### config.mk
export PLATFORM = sky130hd
export DESIGN_NAME = digit_scan_driver
export DESIGN_NICKNAME = d
export VERILOG_FILES = /design/src/rtl/digit_scan_driver.sv
export SDC_FILE = /design/constraint.sdc
export NUM_CORES = 1
export LEC_CHECK = 0
export BUFFER_PORTS_ARGS = -buffer_cell sky130_fd_sc_hd__buf_2
export CORE_ASPECT_RATIO = 1.25
export CORE_MARGIN = 1
export CORE_UTILIZATION = 57
export DETAILED_ROUTE_END_ITERATION = 7
export PLACE_DENSITY_LB_ADDON = 0.12
export SYNTH_ARGS = -nofsm -noshare
export SYNTH_HDL_FRONTEND = slang
export SYNTH_SLANG_ARGS = --single-unit
### constraint.sdc
create_clock -name clock -period 2.9 [get_ports clock]
set_input_delay 0.435 -clock clock [delete_from_list [all_inputs] [get_ports clock]]
set_output_delay 0.435 -clock clock [all_outputs]
set_load 0.01 [all_outputs]
### src/rtl/digit_scan_driver.sv
// rtl/digit_scan_driver.sv - multiplexed eight-digit seven-segment scan driver with frame-synchronous update
//
// Ports:
//   clock       rising-edge clock for all state
//   rst         synchronous active-high reset
//   data_in     eight hex nibbles offered by the producer, nibble k -> digit k (digit 0 rightmost)
//   dp_in       decimal-point request per digit
//   in_valid    producer offers data_in/dp_in
//   in_ready    pending buffer is empty and can take an offer
//   blank_lz    leading-zero blanking enable, sampled live
//   seg         active-low segments, seg[6:0] = g..a, seg[7] = dp
//   an          active-low one-hot digit enable
//   frame_done  one-cycle pulse after every completed eight-digit frame
`timescale 1ns/1ps

module digit_scan_driver #(
    parameter int PRESCALE = 1024
) (
    input  logic        clock,
    input  logic        rst,
    input  logic [31:0] data_in,
    input  logic [7:0]  dp_in,
    input  logic        in_valid,
    output logic        in_ready,
    input  logic        blank_lz,
    output logic [7:0]  seg,
    output logic [7:0]  an,
    output logic        frame_done
);

    localparam int CW = (PRESCALE > 1) ? $clog2(PRESCALE) : 1;
    localparam logic [CW-1:0] LAST = CW'(PRESCALE - 1);

    logic [CW-1:0] count;
    logic [2:0]    idx;
    logic [31:0]   pend_data;
    logic [7:0]    pend_dp;
    logic          full;
    logic [31:0]   act_data;
    logic [7:0]    act_dp;

    logic          tick;
    logic          boundary;
    logic          accept;
    logic [31:0]   shifted;
    logic          blank;
    logic [7:0]    seg_next;

    function automatic logic [6:0] hex_to_seg(input logic [3:0] v);
        case (v)
            4'h0:    hex_to_seg = 7'h3F;
            4'h1:    hex_to_seg = 7'h06;
            4'h2:    hex_to_seg = 7'h5B;
            4'h3:    hex_to_seg = 7'h4F;
            4'h4:    hex_to_seg = 7'h66;
            4'h5:    hex_to_seg = 7'h6D;
            4'h6:    hex_to_seg = 7'h7D;
            4'h7:    hex_to_seg = 7'h07;
            4'h8:    hex_to_seg = 7'h7F;
            4'h9:    hex_to_seg = 7'h6F;
            4'hA:    hex_to_seg = 7'h77;
            4'hB:    hex_to_seg = 7'h7C;
            4'hC:    hex_to_seg = 7'h39;
            4'hD:    hex_to_seg = 7'h5E;
            4'hE:    hex_to_seg = 7'h79;
            default: hex_to_seg = 7'h71;
        endcase
    endfunction

    assign tick     = (count == LAST);
    assign boundary = tick && (idx == 3'd7);
    assign in_ready = ~full;
    assign accept   = in_valid && ~full;

    // Nibbles idx..7 shifted down: a zero result means this digit is a leading zero.
    assign shifted  = act_data >> {idx, 2'b00};
    assign blank    = blank_lz && (idx != 3'd0) && (shifted == 32'd0);
    assign seg_next = blank ? 8'hFF : {~act_dp[idx], ~hex_to_seg(shifted[3:0])};

    always_ff @(posedge clock) begin
        if (rst) begin
            count      <= '0;
            idx        <= 3'd0;
            pend_data  <= 32'd0;
            pend_dp    <= 8'd0;
            full       <= 1'b0;
            act_data   <= 32'd0;
            act_dp     <= 8'd0;
            an         <= 8'hFF;
            seg        <= 8'hFF;
            frame_done <= 1'b0;
        end else begin
            count      <= tick ? '0 : count + 1'b1;
            if (tick) begin
                idx <= idx + 3'd1;
            end
            // A full buffer drains at the boundary; an empty one may fill in the
            // same cycle but then waits for the following boundary.
            if (boundary && full) begin
                act_data <= pend_data;
                act_dp   <= pend_dp;
                full     <= 1'b0;
            end else if (accept) begin
                pend_data <= data_in;
                pend_dp   <= dp_in;
                full      <= 1'b1;
            end
            an         <= ~(8'd1 << idx);
            seg        <= seg_next;
            frame_done <= boundary;
        end
    end

endmodule

==> flow_metrics.py <==
metrics = {
    "die": {
        "rows": 36,
        "io_pins": 62,
        "dieArea_um2": 8470,
        "fp.dieW_um": 82.5,
        "fp.coreArea_um2": 7840,
        "start_util": 0.590,
        "die_y_um": 103,
    },
    "layout": {
        "num_antenna_cells": 0,
        "fillers": 726,
        "nets": 656,
        "drive_gt1_frac": 0.167,
        "area_growth_pct": 12.3,
        "fin_util": 0.662,
    },
    "job": {
        "maxCapViolCount": 0,
    },
    "detailed_routing": {
        "drt-total-wl_um": 9910,
        "vias": 3869,
        "viasPerCell": 5.54,
        "drt-initial-drc-count": 228,
        "drt-wirelength-per-cell_um": 14.2,
        "first_pass_iters": 5,
        "ant_nets": 0,
        "drc": 0,
    },
    "placement": {
        "gp_congestion": 0.910,
        "portBuffers": 61,
        "dp_hpwl_um": 7060,
    },
    "yosys": {
        "async_flop_share": 0,
        "synthCells": 550,
        "synth_cell_types": 49,
        "syn-num-nets": 607,
        "synth-main-ff-cell": "dfxtp_1",
        "avgSynthCellArea_um2": 8.40,
        "yosysWarnings": 0,
        "synth_seq_cells": 111,
        "syn_area_um2": 4620,
        "seq_area_frac_synth": 0.481,
        "synth_enable_flop_cells": 0,
    },
    "outcome": {
        "status": "finished, final reports clean",
    },
    "worst_setup_path": {
        "r2r_end": "seg[1]",
        "critPathRequiredTime_ps": 3190,
        "crit_path_max_fanout": 9,
        "crit_type": "reg -> reg",
        "cp-endpoint": "seg[1]",
        "cp-startpoint": "idx[0]",
        "r2r_cells": 9,
        "rrSetupSlack_ps": 420,
        "worstPathArrival_ps": 2770,
        "cp-end-kind": "register",
        "r2r_start": "idx[0]",
        "start_kind": "register",
    },
    "clocking": {
        "hold_buffers": 0,
        "clk_path_buf_depth": 2,
        "htree_levels": 3,
        "cts_setup_buffers": 0,
        "post_cts_resized": 0,
        "cts-root-buf": "clkbuf_8",
        "path_clk_slew_ps": 100,
        "cts_tree": "built",
        "insertion_delay_ps": 380,
        "cts_buffers": 9,
        "cts_sinks": 111,
    },
    "sta": {
        "setup-tns-final_ps": 0,
        "skew_ps": 10.2,
        "drv_slew": 0,
        "post-route-period-util": 0.855,
        "rsz0062_at_grt": "no",
        "setup_viol": 0,
        "timing.final.hold_violations": 0,
        "slew_headroom": 0.619,
        "layout_min_cycle_time_ps": 2480,
        "max_freq_mhz": 403,
        "tightest_slew_ps": 571,
        "whs_ps": 275,
    },
    "min_path": {
        "holdPathStages": 3,
        "hp-class": "in -> reg",
    },
    "global_route": {
        "antenna_found_initial": 0,
        "grt_max_degree": 41,
        "gr-usage-all-layers": 0.256,
        "grt-ovfl-total": 0,
        "grt_pass1_wl_um": 16300,
        "grt_pass1_vias": 3542,
    },
    "power_and_ir_drop": {
        "powerDensity_nw_per_um2": 516,
        "peakVddDrop_v": 0.000383,
        "cellLeakagePower_nw": 1.99,
    },
}
[final cells by class]
type	instances	area (um2)	share of cell area
sequential	111	2220	0.428
clock buffer	10	138	0.0265
timing repair buffer	72	400	0.0771
multi-input combinational	395	2210	0.425
tap	95	119	0.0229
inverter	10	37.5	0.00723
clock inverter	6	67.6	0.0130
[cells in the mapped netlist (2+ instances only)]
library cell,n,share of area
a221oi_1,3,0.0057
a211oi_1,2,0.0032
buf_2,5,0.0054
xnor2_1,4,0.0076
mux4_2,7,0.034
nor3_1,5,0.0054
and4_1,2,0.0038
nand4_1,4,0.0054
xor2_1,5,0.0095
o211ai_1,5,0.0081
nor3b_1,2,0.0032
ha_1,13,0.035
nand2_1,181,0.15
clkbuf_1,23,0.019
nor2_1,30,0.024
mux2i_1,3,0.0065
o21ai_0,3,0.0032
and3_1,4,0.0054
a21oi_1,82,0.089
or2b_1,2,0.0032
nand3_1,5,0.0054
buf_4,4,0.0065
inv_1,9,0.0073
nand2b_1,4,0.0054
o311a_1,2,0.0043
dfxtp_1,111,0.48
nor2b_1,2,0.0027
and2_1,3,0.0041
nor4_1,3,0.0041
mux4_1,3,0.017
[per-stage QoR]
stage                     setup slack, ps  instances  total power, mW  area [um2]
after floorplan                       498        550             1.71        4620
after global placement                492        683             1.76        4990
after detailed placement              441        683             1.76        4990
after CTS                             403        699             2.69        5190
after global routing                  217        699             2.78        5190
final                                 420        699             2.68        5190
[cells by family after synthesis]
family | synth area share
compound gates | 0.137
xor+xnor | 0.0171
buf+inv | 0.0422
flops | 0.481
mux | 0.0650
simple gates | 0.223
fa+ha+maj | 0.0352
[how the worst min path moves through the flow]
stage / start / slack, ps / endpoint
2_1_floorplan: act_data[2] / 430 / act_data[2]
3_3_place_gp: pend_data[3] / 440 / act_data[3]
3_5_place_dp: pend_dp[3] / 440 / act_dp[3]
4_1_cts: dp_in[0] / 260 / pend_dp[0]
5_1_grt: dp_in[6] / 260 / pend_dp[6]
6_report: dp_in[1] / 280 / pend_dp[1]
[cell usage in the layout, fill, tap and decap left out, drive strengths merged, types with 3 or more instances in the layout]
cell / instances
nor3: 5
o211ai: 5
buf: 72
dfxtp: 111
inv: 11
nand4: 4
xor2: 5
o21ai: 4
and2: 4
a221oi: 3
clkbuf: 10
nor2: 30
nand2b: 4
mux2i: 4
a21oi: 82
ha: 13
xnor2: 4
nand2: 181
nor4: 3
mux4: 10
and3: 4
nand3: 5
[report_power, final]
group	total, mW	internal [mW]	switching [mW]
Combinational	0.143	0.0582	0.0846
Sequential	1.59	1.56	0.0215
Clock	0.950	0.427	0.523
[state kept, by name, indices dropped and copies added, names as in the netlist]
name / flops
count: 10
act_data: 32
full: 1
act_dp: 8
an: 8
pend_data: 32
seg: 8
idx: 3
frame_done: 1
pend_dp: 8
[layer usage]
layer | track usage | up-vias | share of wire
met4 | 0.117 | 0 | 0.028
met1 | 0.314 | 1811 | 0.45
li1 | - | 1941 | -
met2 | 0.428 | 93 | 0.49
met3 | 0.0549 | 24 | 0.036
met5 | 0 | - | 0
[worst max-delay path, stage by stage (launching register included)]
cell and delay (ps):
dfxtp_1 470, buf_4 230, mux4_2 530, nand2_1 80
and2_1 230, ha_1 210, o311a_1 180, a41oi_2 130
a21o_4 250, o311ai_1 80
(Power assumes the default switching activity.)
